`config.mk`:
```
export PLATFORM = sky130hd
export DESIGN_NAME = msrv32_wb_arbiter_flat
export DESIGN_NICKNAME = d
export VERILOG_FILES = /design/src/rtl/msrv32_pkg.sv /design/src/rtl/msrv32_wb_arbiter_if.sv /design/src/rtl/msrv32_rr_arbiter.sv /design/src/rtl/msrv32_wb_arbiter.sv /design/src/flat_wrapper.sv
export SDC_FILE = /design/constraint.sdc
export NUM_CORES = 1
export LEC_CHECK = 0
export ABC_AREA = 1
export CAP_MARGIN = 10
export CORE_ASPECT_RATIO = 0.9
export CORE_MARGIN = 4
export CORE_UTILIZATION = 44
export DETAILED_ROUTE_END_ITERATION = 10
export PLACE_DENSITY_LB_ADDON = 0.12
export REMOVE_ABC_BUFFERS = 1
export SETUP_SLACK_MARGIN = 0.4
export SLEW_MARGIN = 0
export SYNTH_ARGS = -nofsm -noshare
export SYNTH_HDL_FRONTEND = slang
export SYNTH_SLANG_ARGS = --single-unit
export TNS_END_PERCENT = 20
```
`constraint.sdc`:
```
create_clock -name ms_riscv32_mp_clk_in -period 4.8 [get_ports ms_riscv32_mp_clk_in]
set_input_delay 0.96 -clock ms_riscv32_mp_clk_in [delete_from_list [all_inputs] [get_ports ms_riscv32_mp_clk_in]]
set_output_delay 0.96 -clock ms_riscv32_mp_clk_in [all_outputs]
set_load 0.01 [all_outputs]
```
`src/rtl/msrv32_pkg.sv`:
```
// Shared constants for the writeback arbiter slice.
//   REG_ADDR_W : width of an integer register address (x0..x31)
//   NUM_REGS   : number of integer registers (and scoreboard entries)
//   REQ_*      : requester slot numbers on the arbiter's request vectors
package msrv32_pkg;

    localparam int REG_ADDR_W = 5;
    localparam int NUM_REGS   = 32;

    localparam int REQ_ALU = 0;
    localparam int REQ_LSU = 1;
    localparam int REQ_CSR = 2;

    // x0 is hard-wired to zero; writes to it are consumed but never performed.
    function automatic logic is_x0(input logic [REG_ADDR_W-1:0] addr);
        return (addr == '0);
    endfunction

endpackage

```
`src/rtl/msrv32_wb_arbiter_if.sv`:
```
// Writeback bus between the requesters/issue stage and the arbiter.
//   req_valid_in   : per-requester result valid
//   req_rd_addr_in : per-requester destination register, [5*i +: 5]
//   req_data_in    : per-requester result, [XLEN*i +: XLEN]
//   req_ready_out  : one-hot grant back to the requesters
//   rsv_en_in      : issue stage reserves a destination this cycle
//   rsv_addr_in    : register being reserved
//   wr_en_out      : register-file write enable
//   rd_addr_out    : register-file write address
//   rd_out         : register-file write data
//   busy_out       : per-register pending-write flags
// master = requesters/issue/register-file side, slave = arbiter.
interface msrv32_wb_arbiter_if
    import msrv32_pkg::*;
#(
    parameter int NUM_REQ = 3,
    parameter int XLEN    = 32
);
    logic [NUM_REQ-1:0]            req_valid_in;
    logic [REG_ADDR_W*NUM_REQ-1:0] req_rd_addr_in;
    logic [XLEN*NUM_REQ-1:0]       req_data_in;
    logic [NUM_REQ-1:0]            req_ready_out;
    logic                          rsv_en_in;
    logic [REG_ADDR_W-1:0]         rsv_addr_in;
    logic                          wr_en_out;
    logic [REG_ADDR_W-1:0]         rd_addr_out;
    logic [XLEN-1:0]               rd_out;
    logic [NUM_REGS-1:0]           busy_out;

    modport master (
        output req_valid_in, req_rd_addr_in, req_data_in, rsv_en_in, rsv_addr_in,
        input  req_ready_out, wr_en_out, rd_addr_out, rd_out, busy_out
    );

    modport slave (
        input  req_valid_in, req_rd_addr_in, req_data_in, rsv_en_in, rsv_addr_in,
        output req_ready_out, wr_en_out, rd_addr_out, rd_out, busy_out
    );
endinterface

```
`src/rtl/msrv32_rr_arbiter.sv`:
```
// Combinational round-robin arbiter.
//   i_valid : request vector
//   i_ptr   : highest-priority index this cycle
//   o_grant : one-hot grant (all zero when nothing is valid)
//   o_idx   : encoded grant index (0 when nothing is valid)
//   o_any   : some request was granted
module msrv32_rr_arbiter #(
    parameter int NUM_REQ = 3,
    parameter int IDX_W   = (NUM_REQ > 1) ? $clog2(NUM_REQ) : 1
) (
    input  logic [NUM_REQ-1:0] i_valid,
    input  logic [IDX_W-1:0]   i_ptr,
    output logic [NUM_REQ-1:0] o_grant,
    output logic [IDX_W-1:0]   o_idx,
    output logic               o_any
);
    always_comb begin
        o_grant = '0;
        o_idx   = '0;
        o_any   = 1'b0;
        // Scan from the pointer upwards with wrap; first valid requester wins.
        for (int k = 0; k < NUM_REQ; k++) begin
            int cand;
            cand = int'(i_ptr) + k;
            if (cand >= NUM_REQ) begin
                cand = cand - NUM_REQ;
            end
            if (!o_any && i_valid[cand]) begin
                o_any         = 1'b1;
                o_grant[cand] = 1'b1;
                o_idx         = IDX_W'(cand);
            end
        end
    end
endmodule

```
`src/rtl/msrv32_wb_arbiter.sv`:
```
// Writeback arbiter for the single integer register-file write port.
//   ms_riscv32_mp_clk_in : clock, rising edge
//   ms_riscv32_mp_rst_in : synchronous active-high reset
//   bus                  : writeback interface (slave side), see msrv32_wb_arbiter_if
// Round-robin grant is combinational; the chosen result is registered once and
// presented to the register file the following cycle. A 32-entry scoreboard
// tracks reserved-but-not-yet-written destinations.
module msrv32_wb_arbiter
    import msrv32_pkg::*;
#(
    parameter int NUM_REQ = 3,
    parameter int XLEN    = 32
) (
    input  logic                 ms_riscv32_mp_clk_in,
    input  logic                 ms_riscv32_mp_rst_in,
    msrv32_wb_arbiter_if.slave   bus
);
    localparam int IDX_W = $clog2(NUM_REQ);

    logic [IDX_W-1:0]      r_ptr;
    logic                  r_wr_en;
    logic [REG_ADDR_W-1:0] r_rd_addr;
    logic [XLEN-1:0]       r_rd_data;
    logic [NUM_REGS-1:0]   r_busy;

    logic [NUM_REQ-1:0]    w_grant;
    logic [IDX_W-1:0]      w_idx;
    logic                  w_any;
    logic                  w_xfer;
    logic [REG_ADDR_W-1:0] w_sel_addr;
    logic [XLEN-1:0]       w_sel_data;

    msrv32_rr_arbiter #(
        .NUM_REQ (NUM_REQ),
        .IDX_W   (IDX_W)
    ) u_rr (
        .i_valid (bus.req_valid_in),
        .i_ptr   (r_ptr),
        .o_grant (w_grant),
        .o_idx   (w_idx),
        .o_any   (w_any)
    );

    // Ready is masked during reset so nothing is consumed and then dropped.
    assign bus.req_ready_out = ms_riscv32_mp_rst_in ? '0 : w_grant;
    assign w_xfer            = w_any && !ms_riscv32_mp_rst_in;

    assign w_sel_addr = bus.req_rd_addr_in[REG_ADDR_W*w_idx +: REG_ADDR_W];
    assign w_sel_data = bus.req_data_in[XLEN*w_idx +: XLEN];

    always_ff @(posedge ms_riscv32_mp_clk_in) begin
        if (ms_riscv32_mp_rst_in) begin
            r_ptr <= '0;
        end else if (w_xfer) begin
            if (w_idx == IDX_W'(NUM_REQ - 1)) begin
                r_ptr <= '0;
            end else begin
                r_ptr <= w_idx + 1'b1;
            end
        end
    end

    // Output stage: address/data hold when idle, enable pulses per transfer.
    always_ff @(posedge ms_riscv32_mp_clk_in) begin
        if (ms_riscv32_mp_rst_in) begin
            r_wr_en   <= 1'b0;
            r_rd_addr <= '0;
            r_rd_data <= '0;
        end else if (w_xfer) begin
            r_wr_en   <= !is_x0(w_sel_addr);
            r_rd_addr <= w_sel_addr;
            r_rd_data <= w_sel_data;
        end else begin
            r_wr_en   <= 1'b0;
        end
    end

    // Scoreboard: a reservation in the same cycle as a completing write to the
    // same register belongs to a newer producer, so the set takes priority.
    always_ff @(posedge ms_riscv32_mp_clk_in) begin
        if (ms_riscv32_mp_rst_in) begin
            r_busy <= '0;
        end else begin
            r_busy[0] <= 1'b0;
            for (int r = 1; r < NUM_REGS; r++) begin
                if (bus.rsv_en_in && (bus.rsv_addr_in == REG_ADDR_W'(r))) begin
                    r_busy[r] <= 1'b1;
                end else if (r_wr_en && (r_rd_addr == REG_ADDR_W'(r))) begin
                    r_busy[r] <= 1'b0;
                end
            end
        end
    end

    // The register being written this cycle is forwarded by the file, so it
    // already reads as available.
    genvar gi;
    generate
        for (gi = 0; gi < NUM_REGS; gi++) begin : g_busy
            assign bus.busy_out[gi] = r_busy[gi] &
                                      ~(r_wr_en && (r_rd_addr == REG_ADDR_W'(gi)));
        end
    endgenerate

    assign bus.wr_en_out   = r_wr_en;
    assign bus.rd_addr_out = r_rd_addr;
    assign bus.rd_out      = r_rd_data;

endmodule

```
`src/flat_wrapper.sv`:
```
// flat-port wrapper written by rule: the top's interface ports become plain ports
module msrv32_wb_arbiter_flat import msrv32_pkg::*;
#(
    parameter int NUM_REQ = 3,
    parameter int XLEN    = 32
)
  (ms_riscv32_mp_clk_in, ms_riscv32_mp_rst_in, bus_req_valid_in, bus_req_rd_addr_in, bus_req_data_in, bus_rsv_en_in, bus_rsv_addr_in, bus_req_ready_out, bus_wr_en_out, bus_rd_addr_out, bus_rd_out, bus_busy_out);
  msrv32_wb_arbiter_if #(.NUM_REQ(NUM_REQ), .XLEN(XLEN)) bus_i ();
  input  logic ms_riscv32_mp_clk_in;
  input  logic ms_riscv32_mp_rst_in;
  input wire logic [$bits(bus_i.req_valid_in)-1:0] bus_req_valid_in;
  input wire logic [$bits(bus_i.req_rd_addr_in)-1:0] bus_req_rd_addr_in;
  input wire logic [$bits(bus_i.req_data_in)-1:0] bus_req_data_in;
  input wire logic [$bits(bus_i.rsv_en_in)-1:0] bus_rsv_en_in;
  input wire logic [$bits(bus_i.rsv_addr_in)-1:0] bus_rsv_addr_in;
  output wire logic [$bits(bus_i.req_ready_out)-1:0] bus_req_ready_out;
  output wire logic [$bits(bus_i.wr_en_out)-1:0] bus_wr_en_out;
  output wire logic [$bits(bus_i.rd_addr_out)-1:0] bus_rd_addr_out;
  output wire logic [$bits(bus_i.rd_out)-1:0] bus_rd_out;
  output wire logic [$bits(bus_i.busy_out)-1:0] bus_busy_out;
  assign bus_i.req_valid_in = bus_req_valid_in;
  assign bus_i.req_rd_addr_in = bus_req_rd_addr_in;
  assign bus_i.req_data_in = bus_req_data_in;
  assign bus_i.rsv_en_in = bus_rsv_en_in;
  assign bus_i.rsv_addr_in = bus_rsv_addr_in;
  assign bus_req_ready_out = bus_i.req_ready_out;
  assign bus_wr_en_out = bus_i.wr_en_out;
  assign bus_rd_addr_out = bus_i.rd_addr_out;
  assign bus_rd_out = bus_i.rd_out;
  assign bus_busy_out = bus_i.busy_out;
  msrv32_wb_arbiter #(.NUM_REQ(NUM_REQ), .XLEN(XLEN)) u_core (.ms_riscv32_mp_clk_in(ms_riscv32_mp_clk_in), .ms_riscv32_mp_rst_in(ms_riscv32_mp_rst_in), .bus(bus_i));
endmodule
```
==> results of run 1 <==
==> cell families after synthesis <==
family                   after synthesis
AND/OR/NAND/NOR                      227
buffers and inverters                128
flip-flops                            71
AO/OA/AOI/OAI                        206
other                                  1
adder cells (fa/ha/maj)                4
==> metal layers <==
layer / track usage [%] / vias to the layer above
li1: - / 2407
met1: 29.9 / 2179
met4: 10.1 / 0
met2: 42.0 / 234
met5: 0 / -
met3: 7.14 / 35
==> through the flow <==
| stage | setup WS (ns) | hold slack (ns) |
|---|---|---|
| 2_1_floorplan | 1.53 | 0.440 |
| 3_3_place_gp | 1.07 | 0.458 |
| 3_5_place_dp | 1.02 | 0.460 |
| 4_1_cts | 1.02 | 0.472 |
| 5_1_grt | 0.846 | 0.488 |
| 6_report | 0.989 | 0.468 |
==> flip-flops by register name (all words and copies together) (netlist names) <==
register and flops:
u_core.bus.rd_out 32, u_core.bus.wr_en_out 1, u_core.r_busy 31, u_core.bus.rd_addr_out 5
u_core.r_ptr 2
==> final cells by class <==
class	instances	share of cell area (%)
timing repair buffer	196	31.8
clock buffer	9	2.02
tap	119	2.42
sequential	71	23.1
multi-input combinational	438	33.6
inverter	94	5.74
clock inverter	7	1.30
==> worst min-delay path, cell delays in order (launching register included) <==
cell and delay, ns:
dfxtp_1 0.30, nand2_1 0.07, a21oi_1 0.05
==> worst paths after layout <==
check	startpoint	endpoint	slack (ns)	cells after the start
worst min-delay path	u_core.r_busy[7]$_SDFFE_PP0P_	u_core.r_busy[7]$_SDFFE_PP0P_	0.47	2
worst max-delay path	bus_req_valid_in[1]	bus_req_ready_out[1]	0.99	10
worst max register to register	u_core.r_ptr[0]$_SDFFE_PP0P_	u_core.bus.rd_addr_out[3]$_SDFFE_PP0P_	1.70	14
worst min register to register	u_core.r_busy[7]$_SDFFE_PP0P_	u_core.r_busy[7]$_SDFFE_PP0P_	0.47	2
==> layout by cell type, fill, tap and decap left out, types with 4 or more instances in the layout <==
master           Yosys  routed
ha_1                 4       4
or2_2                4       4
inv_2                5       5
inv_1               89      89
nand3_1             26      26
nand2_1            146     145
clkdlybuf4s50_1      0     193
o21ai_1             13      13
o211ai_1             5       5
nor2_1              40      40
dfxtp_1             71      71
clkbuf_8             0       9
o21ai_0             52      52
a21oi_1            131     131
==> power by group through the flow <==
stage / Sequential (mW) / Clock [mW] / Combinational, mW
2_1_floorplan: 0.908 / 0 / 1.02
3_3_place_gp: 0.842 / 0 / 1.78
3_5_place_dp: 0.848 / 0 / 1.83
4_1_cts: 0.839 / 0.500 / 1.84
5_1_grt: 0.860 / 0.527 / 2.05
6_report: 0.839 / 0.491 / 1.85
==> metrics.md, run 1 <==
| Metric | Value |
|---|---|
| Skew-Pair Late Insertion Delay | between 0.3 and 0.4 ns |
| Post-synthesis mux area share | 0% |
| Synth Area in Compound Gates | 26.3% |
| Final period util | 79.4% |
| Maximum root-to-sink buffer count | 2 |
| IO Pins | 195 |
| Detailed-route wire length per cell | 14.7 um |
| Fillers | around 810 |
| Grt ovf | 0 |
| Critical Path Fanout Max | 7 |
| Tot Pwr | around 3.2 mW |
| Syn Area/Cell | roughly 6.3 um^2 |
| Post-CTS Setup Bufs | 0 |
| Final hold vios | 0 |
| EDFF count, synth | 0 |
| Synth top cells by count | 146 x nand2_1, 131 x a21oi_1, 89 x inv_1 |
| Global Route Usage Sum | approximately 25% |
| Top cells by area, synth | dfxtp_1 36%, a21oi_1 16%, nand2_1 14% |
| Slew margin rel. | 22.7% |
| Seq/Total Area, Yosys | approximately 36% |
| Hold crit path type | reg -> reg |
| Slew Limit Fails | 0 |
| Layout Cells excl Fill | about 930 |
| Post-Synth Simple-Gate Area | 23.9% |
| Max incr delay on CP | roughly 0.56 ns |
| Slew @ Worst Pin | 1.16 ns |
| GPL Wtd Cong | roughly 0.90 |
| Main combinational cell family by area after synthesis | compound AO/OA/AOI/OAI gates |
| Top-count cell post-synth | nand2_1 |
| Clock network power share | between 15 and 20% |
| Pwr Density | between 500 and 600 mW/mm^2 |
| Post-DP HPWL | a little over 10000 um |
| Top layer in use | met4 |
| Critical Path RT | 3.84 ns |
| Core footprint | between 0.008 and 0.009 mm^2 |
| Data arrival, critical path | about 2.9 ns |
| First-pass GRT wire length | between 20000 and 25000 um |
| Top FF cell, synth | dfxtp_1 |
| CP top delay family | buffers and inverters |
| Sink Count | between 70 and 80 |
| Post-Synth Adder-Cell Area | under 10% |
| CTS Hold Bufs | 0 |
| CP startpoint kind | input port |
| CP dominant cell by count | nand2_1 |
| Die ar. | about 0.011 mm^2 |
| Post-synth ARST share | 0% |
| Starting Density | between 40% and 50% |
| Power share of the sequential group | 26.4% |
| Die Span Y | between 90 and 100 um |
| Outcome | complete, no violations |
| Switching power | roughly 1.4 mW |
| Final wirelength | between 10000 and 15000 um |
| Final setup fails | 0 |
| Multi-input logic area | about 0.0021 mm^2 |
| Detail Route Antenna Nets | 0 |
| Total negative slack | 0 ns |
| H-Tree Depth | 3 |
| Min Clock Period, post-route | around 3.8 ns |
| Nature of the critical path endpoint | output port |
| Row Count | 32 |
| Routed met2 length | 6710 um |
| Routed met3 length | approximately 1300 um |
| 1st-pass router iterations | 5 |
| Design area | 0.00614 mm^2 |
| FF+latch area | 0.00142 mm^2 |
| Number of synthesis warnings | 0 |
| Final setup skew | just over 0.008 ns |
| Buffers on Ports | approximately 190 |
| Routed vias/inst | approximately 5.2 |
| Synth unique cells | 27 |
| Die W | approximately 110 um |
| Slowest CP cell | clkdlybuf4s50_1 |
| Ratio of cells with drive above 1 in the final layout | roughly 4.7% |
| CTS root buf | clkbuf_8 |
| Area Overhead vs Synth | 53.7% |
| Mapped Area | around 0.004 mm^2 |
| Leakage | between 2 and 3 nW |
| Biggest area consumer among synthesized cells | dfxtp_1 |
| Initial antenna violation count | 0 |
| Comb pwr share | between 50 and 60% |
| CP bufs+invs | 3 |
| Net count, final | 936 |
| N_diodes | 0 |
| Max_cap viols | 0 |
| VDD IR max | ~0.33 mV |
| #FFs+latches synth | 71 |
| Int Power | about 1.7 mW |
| Largest net degree at the start of global routing | a little over 70 |
| Vias in the first global route | 4682 |
| TritonCTS clock tree | yes |
| WL met1 | around 5300 um |
| Fmax | between 0.2 and 0.3 GHz |
| Cells after Synth | around 640 |
| DRT iter0 DRCs | a little under 300 |
| Sw frac | between 40% and 50% |
| CP Class | in -> out |
| Share of the synthesized area in the top cell type | 35.6% |
| Overall via count from detail_route | slightly below 5000 |
| DRC viols | 0 |
| Worst-path cell chain | clkdlybuf4s50_1, inv_1, nand2_1, nand3_1, nand2_1, nand2_1, nand2_1, nand2_4, a21oi_1, clkdlybuf4s50_1 |
| Synth Area in XOR/XNOR | 0% |
| Placed Cells | slightly above 900 |
| Unrepaired setup endpoints after global routing | false |
| Post-CTS sizing | 0 |
| DP Area | about 0.006 mm^2 |
| CTS buffer count | 9 |
| Clock Pin Slew Worst Setup and Hold Paths | around 0.080 ns |
| Util after Layout | a little over two thirds |
(Power assumes the default switching activity.)
==> run 2: changes to the inputs <==
--- a/config.mk
+++ b/config.mk
@@ -9,7 +9,7 @@
 export CAP_MARGIN = 10
 export CORE_ASPECT_RATIO = 0.9
 export CORE_MARGIN = 4
-export CORE_UTILIZATION = 44
+export CORE_UTILIZATION = 41
 export DETAILED_ROUTE_END_ITERATION = 10
 export PLACE_DENSITY_LB_ADDON = 0.12
 export REMOVE_ABC_BUFFERS = 1
==> constraint.sdc (replaced) <==
create_clock -name ms_riscv32_mp_clk_in -period 3.6 [get_ports ms_riscv32_mp_clk_in]
set_input_delay 0.72 -clock ms_riscv32_mp_clk_in [delete_from_list [all_inputs] [get_ports ms_riscv32_mp_clk_in]]
set_output_delay 0.72 -clock ms_riscv32_mp_clk_in [all_outputs]
set_load 0.01 [all_outputs]
==> run 2 against run 1 <==
  * Worst hold slack better by 0.0053 ns
  * Total power is 37% higher
  * Sequential share of layout area is 0.32 points lower
  * Critical path depth is 1 lower
  * Via count is 0.78% lower
  * Non-clock buffer count is 6 higher
  * Register-to-register slack worse by 0.74 ns
  * Clock skew is 0.0049 ns higher
  * First-iteration DRC count is 7.7% higher
==> metrics.md, run 2 (synthesis results as in run 1) <==
| Metric | Value |
|---|---|
| Row Count | 33 (was 32) |
| Clock Pin Slew Worst Setup and Hold Paths | 0.08 ns (about the same) |
| Critical Path Fanout Max | 7 (unchanged) |
| Total negative slack | 0 ns (unchanged) |
| Grt ovf | 0 (unchanged) |
| Sink Count | 71 (unchanged) |
| Maximum root-to-sink buffer count | 2 (unchanged) |
| Die Span Y | 102 um (was 98.4 um) |
| Design area | 0.00623 mm^2 (was 0.00614 mm^2) |
| Leakage | 2.78 nW (was 2.72 nW) |
| Final wirelength | 13800 um (was 13700 um) |
| TritonCTS clock tree | yes (unchanged) |
| Layout Cells excl Fill | 943 (was 934) |
| Routed vias/inst | 5.11 (was 5.20) |
| Detail Route Antenna Nets | 0 (unchanged) |
| Die W | 112 um (was 108 um) |
| Core footprint | 0.00929 mm^2 (was 0.00873 mm^2) |
| CP top delay family | buffers and inverters (unchanged) |
| Largest net degree at the start of global routing | 57 (was 71) |
| First-pass GRT wire length | 21800 um (was 21600 um) |
| CP bufs+invs | 3 (unchanged) |
| Max incr delay on CP | 0.52 ns (was 0.56 ns) |
| Slew Limit Fails | 0 (unchanged) |
| Setup WS post-layout | 0.361 ns (was 0.989 ns) |
| GPL Wtd Cong | 0.978 (was 0.903) |
| Post-DP HPWL | 10400 um (was 10300 um) |
| DRT iter0 DRCs | 321 (was 298) |
| H-Tree Depth | 3 (unchanged) |
| Final setup fails | 0 (unchanged) |
| CP Class | in -> out (unchanged) |
| Die ar. | 0.0114 mm^2 (was 0.0107 mm^2) |
| CP Launch Point | bus_req_valid_in[2] (was bus_req_valid_in[1]) |
| Hold crit path type | reg -> reg (unchanged) |
| Buffers on Ports | 193 (unchanged) |
| IO Pins | 195 (unchanged) |
| Slew @ Worst Pin | 0.756 ns (was 1.16 ns) |
| Largest register FFs | 32 (unchanged) |
| Commonest non-fill, non-tap cells in the layout | 191 x clkdlybuf4s50_1, 143 x nand2_1, 131 x a21oi_1 (was 193 x clkdlybuf4s50_1, 145 x nand2_1, 131 x a21oi_1) |
| Critical Path RT | 2.88 ns (was 3.84 ns) |
| Util after Layout | 67.0% (was 70.4%) |
| DRC viols | 0 (unchanged) |
| Overall via count from detail_route | 4817 (was 4855) |
| Final setup skew | 0.0131 ns (was 0.00818 ns) |
| Placed Cells | 927 (was 918) |
| 1st-pass router iterations | 5 (unchanged) |
| Ratio of cells with drive above 1 in the final layout | 5.60% (was 4.66%) |
| CTS Hold Bufs | 0 (unchanged) |
| Hold WS | 0.473 ns (was 0.468 ns) |
| Starting Density | 43.0% (was 45.8%) |
| Skew-Pair Late Insertion Delay | 0.34 ns (about the same) |
| Vias in the first global route | 4639 (was 4682) |
| Pwr Density | 700 mW/mm^2 (was 517 mW/mm^2) |
| Nature of the critical path endpoint | output port (unchanged) |
| Detailed-route wire length per cell | 14.7 um (about the same) |
| Slowest CP cell | clkdlybuf4s50_1 (unchanged) |
| Max_cap viols | 0 (unchanged) |
| Worst-path cell chain | clkdlybuf4s50_1, inv_2, o21ai_2, nand2_4, nand2_1, o22ai_1, a31oi_1, nor2_1, clkdlybuf4s50_1 (was clkdlybuf4s50_1, inv_1, nand2_1, nand3_1, nand2_1, nand2_1, nand2_1, nand2_4, a21oi_1, clkdlybuf4s50_1) |
| Final hold vios | 0 (unchanged) |
| Post-CTS sizing | 2 (was 0) |
| Fmax | 0.309 GHz |
| Net count, final | 942 (was 936) |
| Final period util | ~90% |
| Data arrival, critical path | 2.52 ns (was 2.85 ns) |
| CTS buffer count | 9 (unchanged) |
| Outcome | complete, no violations (unchanged) |
| RR Startpoint | u_core.r_ptr[0]$_SDFFE_PP0P_ (unchanged) |
| Critical hold path startpoint | u_core.r_busy[22]$_SDFFE_PP0P_ (was u_core.r_busy[7]$_SDFFE_PP0P_) |
| Global Route Usage Sum | 23.3% (was 25.0%) |
| Unrepaired setup endpoints after global routing | true (was false) |
| CP dominant cell by count | clkdlybuf4s50_1 (was nand2_1) |
| Slew margin rel. | 49.4% (was 22.7%) |
| CTS root buf | clkbuf_8 (unchanged) |
| Dpl ws | 0.278 ns (was 1.02 ns) |
| N_diodes | 0 (unchanged) |
| Most common cell after layout, fill and taps aside | clkdlybuf4s50_1 (unchanged) |
| VDD IR max | 0.394 mV (was 0.327 mV) |
| Area Overhead vs Synth | 55.9% (was 53.7%) |
| DP Area | 0.00599 mm^2 (was 0.00594 mm^2) |
| Post-CTS Setup Bufs | 0 (unchanged) |
| CP startpoint kind | input port (unchanged) |
| Min Clock Period, post-route | ~3.2 ns |
| Tot Pwr | 4.36 mW (was 3.18 mW) |
| Initial antenna violation count | 0 (unchanged) |
run 2: worst paths after layout:
check,to,slack (ns),depth (start not counted)
setup / recovery,bus_req_ready_out[0],0.36,9
hold / removal,u_core.r_busy[22]$_SDFFE_PP0P_,0.47,2
setup reg to reg,u_core.bus.rd_addr_out[0]$_SDFFE_PP0P_,0.96,13
hold reg to reg,u_core.r_busy[22]$_SDFFE_PP0P_,0.47,2
run 2: report_power, final:
part	internal [mW]	total [mW]	switching (mW)
sequential	0.998	1.12	0.120
clock	0.395	0.706	0.311
combinational	1.03	2.53	1.50
run 2: worst min-delay path, stage by stage (launching register included):
cell and delay, ns:
dfxtp_1 0.31, nand2_1 0.07, a21oi_1 0.05
run 2: cell type report:
type,count,area [um^2]
Fill cell,849,3060
Clock inverter,6,93.8
Sequential cell,71,1420
Inverter,94,353
Timing Repair Buffer,202,2000
Tap cell,122,153
Clock buffer,10,128
Multi-Input combinational cell,438,2080
run 2: routing by layer:
| layer | vias up | GRT usage (%) | part of all wire [%] |
|---|---|---|---|
| met4 | 0 | 8.23 | 2.5 |
| met2 | 208 | 40.9 | 49 |
| met5 | - | 0 | 0 |
| met1 | 2160 | 27.1 | 40 |
| met3 | 34 | 7.41 | 8.9 |
| li1 | 2415 | - | - |
==> run 3: changes to the inputs <==
--- a/config.mk
+++ b/config.mk
@@ -5,12 +5,14 @@
 export SDC_FILE = /design/constraint.sdc
 export NUM_CORES = 1
 export LEC_CHECK = 0
-export ABC_AREA = 1
+export ABC_AREA = 0
 export CAP_MARGIN = 10
 export CORE_ASPECT_RATIO = 0.9
 export CORE_MARGIN = 4
-export CORE_UTILIZATION = 41
+export CORE_UTILIZATION = 50
 export DETAILED_ROUTE_END_ITERATION = 10
+export DONT_BUFFER_PORTS = 1
+export GPL_ROUTABILITY_DRIVEN = 0
 export PLACE_DENSITY_LB_ADDON = 0.12
 export REMOVE_ABC_BUFFERS = 1
 export SETUP_SLACK_MARGIN = 0.4
==> run 3 against run 2 <==
  * Final cell count shrank 41%
  * Flip-flop and latch count unchanged
  * First-iteration DRC count is 54% lower
  * Sequential power up 8%
  * Synthesized cell count decreased by 24%
  * Clock skew fell by 0.0072 ns
  * Cell area fell by 36%
  * Maximum frequency rose by 7.7%
  * Total power down 11%
  * Sequential share of layout area increased by 13 points
  * Core utilization down 11 points
  * Register-to-register slack lost 0.37 ns
  * Critical path type is now reg -> reg
==> metrics.md, run 3 <==
| Metric | Value |
|---|---|
| Ratio of cells with drive above 1 in the final layout | 7.31% (was 5.60%) |
| Share of the synthesized area in the top cell type | 38.4% (was 35.6%) |
| Post-synth ARST share | 0% (unchanged) |
| Post-Synth Adder-Cell Area | 1.35% (was 1.25%) |
| DRC viols | 0 (unchanged) |
| Area Overhead vs Synth | 7.26% (was 55.9%) |
| Global Route Usage Sum | 23.2% (was 23.3%) |
| TritonCTS clock tree | yes (unchanged) |
| Nature of the critical path endpoint | register (was output port) |
| Sw frac | 43.6% (was 44.4%) |
| Main combinational cell family by area after synthesis | compound AO/OA/AOI/OAI gates (unchanged) |
| Mapped Area | 0.00370 mm^2 (was 0.00400 mm^2) |
| Clock network power share | 19.9% (was 16.2%) |
| VDD IR max | 0.591 mV (was 0.394 mV) |
| Hold WS | 0.437 ns (was 0.473 ns) |
| Layout Cells excl Fill | 558 (was 943) |
| CP startpoint kind | register (was input port) |
| Starting Density | 52.1% (was 43.0%) |
| EDFF count, synth | 0 (unchanged) |
| Post-DP HPWL | 8220 um (was 10400 um) |
| Die ar. | 0.00885 mm^2 (was 0.0114 mm^2) |
| Vias in the first global route | 2937 (was 4639) |
| Top-count cell post-synth | nor2_1 (was nand2_1) |
| Row Count | 29 (was 33) |
| Largest net degree at the start of global routing | 40 (was 57) |
| Buffers on Ports | 0 (was 193) |
| DRT iter0 DRCs | 147 (was 321) |
| Synth top cells by count | 83 x nor2_1, 81 x nand2_1, 71 x dfxtp_1 (was 146 x nand2_1, 131 x a21oi_1, 89 x inv_1) |
| Slew margin rel. | 45.6% (was 49.4%) |
| Number of synthesis warnings | 0 (unchanged) |
| Die Span Y | 89.7 um (was 102 um) |
| Placed Cells | 543 (was 927) |
| Biggest area consumer among synthesized cells | dfxtp_1 (unchanged) |
| DP Area | 0.00371 mm^2 (was 0.00599 mm^2) |
| #FFs+latches synth | 71 (unchanged) |
| Net count, final | 587 (was 942) |
| Final period util | 83.6% (was 90.0%) |
| Die W | 98.7 um (was 112 um) |
| Initial antenna violation count | 0 (unchanged) |
| Skew-Pair Late Insertion Delay | 0.34 ns (about the same) |
| RR Startpoint | u_core.r_ptr[1]$_SDFFE_PP0P_ (was u_core.r_ptr[0]$_SDFFE_PP0P_) |
| Top cells by area, synth | dfxtp_1 38%, a22o_1 8.5%, nor2_1 8.4% (was dfxtp_1 36%, a21oi_1 16%, nand2_1 14%) |
| Final wirelength | 10900 um (was 13800 um) |
| Syn Area/Cell | 7.70 um^2 (was 6.27 um^2) |
| Slowest CP cell | a31oi_4 (was clkdlybuf4s50_1) |
| Power share of the sequential group | 31.3% (was 25.7%) |
| First-pass GRT wire length | 16100 um (was 21800 um) |
| Outcome | complete, no violations (unchanged) |
| Commonest non-fill, non-tap cells in the layout | 83 x nor2_1, 81 x nand2_1, 71 x dfxtp_1 (was 191 x clkdlybuf4s50_1, 143 x nand2_1, 131 x a21oi_1) |
| CTS buffer count | 9 (unchanged) |
| Setup slack, reg-to-reg | 0.59 ns (was 0.96 ns) |
| Max_cap viols | 0 (unchanged) |
| Synth Area in Compound Gates | 30.0% (was 26.3%) |
| N_diodes | 0 (unchanged) |
| Largest register FFs | 32 (unchanged) |
| Worst-path cell chain | inv_1, ha_1, mux2i_1, or2_0, a31oi_4, buf_4, nor2_1, a31oi_1, a22o_1 (was clkdlybuf4s50_1, inv_2, o21ai_2, nand2_4, nand2_1, o22ai_1, a31oi_1, nor2_1, clkdlybuf4s50_1) |
| Detailed-route wire length per cell | 19.6 um (was 14.7 um) |
| Leakage | 1.56 nW (was 2.78 nW) |
| Final setup skew | 0.00584 ns (was 0.0131 ns) |
| Switching power | 1.69 mW (was 1.93 mW) |
| Comb pwr share | 48.8% (was 58.1%) |
| Seq/Total Area, Yosys | 38.4% (was 35.6%) |
| Top FF cell, synth | dfxtp_1 (unchanged) |
| Post-synthesis mux area share | 1.38% (was 0%) |
| Synth unique cells | 47 (was 27) |
| Int Power | 2.19 mW (was 2.42 mW) |
| Overall via count from detail_route | 3427 (was 4817) |
| Slew Limit Fails | 0 (unchanged) |
| Critical Path Fanout Max | 32 (was 7) |
| Most common cell after layout, fill and taps aside | nor2_1 (was clkdlybuf4s50_1) |
| Grt ovf | 0 (unchanged) |
| Post-Synth Simple-Gate Area | 23.6% (was 23.9%) |
| Slew @ Worst Pin | 0.816 ns (was 0.756 ns) |
| 1st-pass router iterations | 5 (unchanged) |
| Final setup fails | 0 (unchanged) |
| Critical Path RT | 3.89 ns (was 2.88 ns) |
| Routed vias/inst | 6.14 (was 5.11) |
| Cells after Synth | 481 (was 637) |
| CP Class | reg -> reg (was in -> out) |
| CP Launch Point | u_core.r_ptr[1]$_SDFFE_PP0P_ (was bus_req_valid_in[2]) |
| Data arrival, critical path | 3.30 ns (was 2.52 ns) |
| Core footprint | 0.00711 mm^2 (was 0.00929 mm^2) |
| Synth Area in XOR/XNOR | 0% (unchanged) |
| Clock Pin Slew Worst Setup and Hold Paths | 0.07 ns (was 0.08 ns) |
| Max incr delay on CP | 0.73 ns (was 0.52 ns) |
| Design area | 0.00397 mm^2 (was 0.00623 mm^2) |
| CTS root buf | clkbuf_8 (unchanged) |
| Pwr Density | 977 mW/mm^2 (was 700 mW/mm^2) |
| Hold crit path type | in -> reg (was reg -> reg) |
| Fmax | 0.332 GHz (was 0.309 GHz) |
| Maximum root-to-sink buffer count | 2 (unchanged) |
| Critical hold path startpoint | ms_riscv32_mp_rst_in (was u_core.r_busy[22]$_SDFFE_PP0P_) |
| Min Clock Period, post-route | 3.01 ns (was 3.24 ns) |
| Final hold vios | 0 (unchanged) |
| Unrepaired setup endpoints after global routing | false (was true) |
| H-Tree Depth | 3 (unchanged) |
| IO Pins | 195 (unchanged) |
| Detail Route Antenna Nets | 0 (unchanged) |
| Sink Count | 71 (unchanged) |
[run 3: cell type report]
| class | count | area (um^2) |
|---|---|---|
| Sequential cell | 71 | 1420 |
| Timing Repair Buffer | 6 | 45.0 |
| Inverter | 3 | 11.3 |
| Clock buffer | 10 | 138 |
| Fill cell | 671 | 3140 |
| Clock inverter | 5 | 106 |
| Multi-Input combinational cell | 370 | 2140 |
| Tap cell | 93 | 116 |
[run 3: worst paths after layout]
kind | end | cells past startpoint
min reg2reg | u_core.bus.rd_out[1]$_SDFFE_PP0P_ | 1
min | u_core.r_busy[23]$_SDFFE_PP0P_ | 1
max | u_core.bus.rd_addr_out[4]$_SDFFE_PP0P_ | 9
max reg2reg | u_core.bus.rd_addr_out[4]$_SDFFE_PP0P_ | 9
[run 3: per-stage QoR]
stage	util (%)	setup slack, ns	setup TNS [ns]	power, mW
CTS	55.7	0.472	0	3.89
global route	55.9	0.405	0	4.20
floorplan	-	-1.35	-44.55	2.65
finish	55.9	0.591	0	3.88
detailed placement	52.2	0.679	0	3.09
global placement	52.2	0.744	0	3.05
[run 3: worst max-delay path, delay by kind of cell (launching register included)]
family	cells	cell delay (ns)
AO/OA/AOI/OAI	3	1.09
AND/OR/NAND/NOR	2	0.47
adder cells (fa/ha/maj)	1	0.29
flip-flops	1	0.40
multiplexers	1	0.20
buffers and inverters	2	0.49
[run 3: power by group through the flow]
stage	Sequential (mW)	Combinational, mW	Clock [mW]
floorplan	1.17	1.48	0
global placement	1.23	1.82	0
detailed placement	1.23	1.86	0
CTS	1.22	1.88	0.787
global route	1.23	2.14	0.824
finish	1.21	1.89	0.774
[run 3: routing by layer]
metal  track usage [%]  routed length [um]  share of wire (%)  up-vias
met3              9.27                1030                9.4        7
met5                 0                   0                  0        -
met2              37.0                5300                 48      141
met1              29.9                4530                 41     1617
li1                  -                   -                  -     1662
met4              5.21                  73               0.67        0
[run 3: cells by family after synthesis]
logic type | after synthesis
DFF | 71
other | 1
AOI/OAI and AO/OA | 157
adders and majority gates | 4
muxes | 5
buffers and inverters | 40
and+or+nand+nor | 203
[run 3: what timing repair did]
item | 4_1_cts | 5_1_grt
resized for setup | 2 | 3
hold buffers | 0 | 0
setup buffers | 0 | 0
setup endpoints to repair | 1 | 3
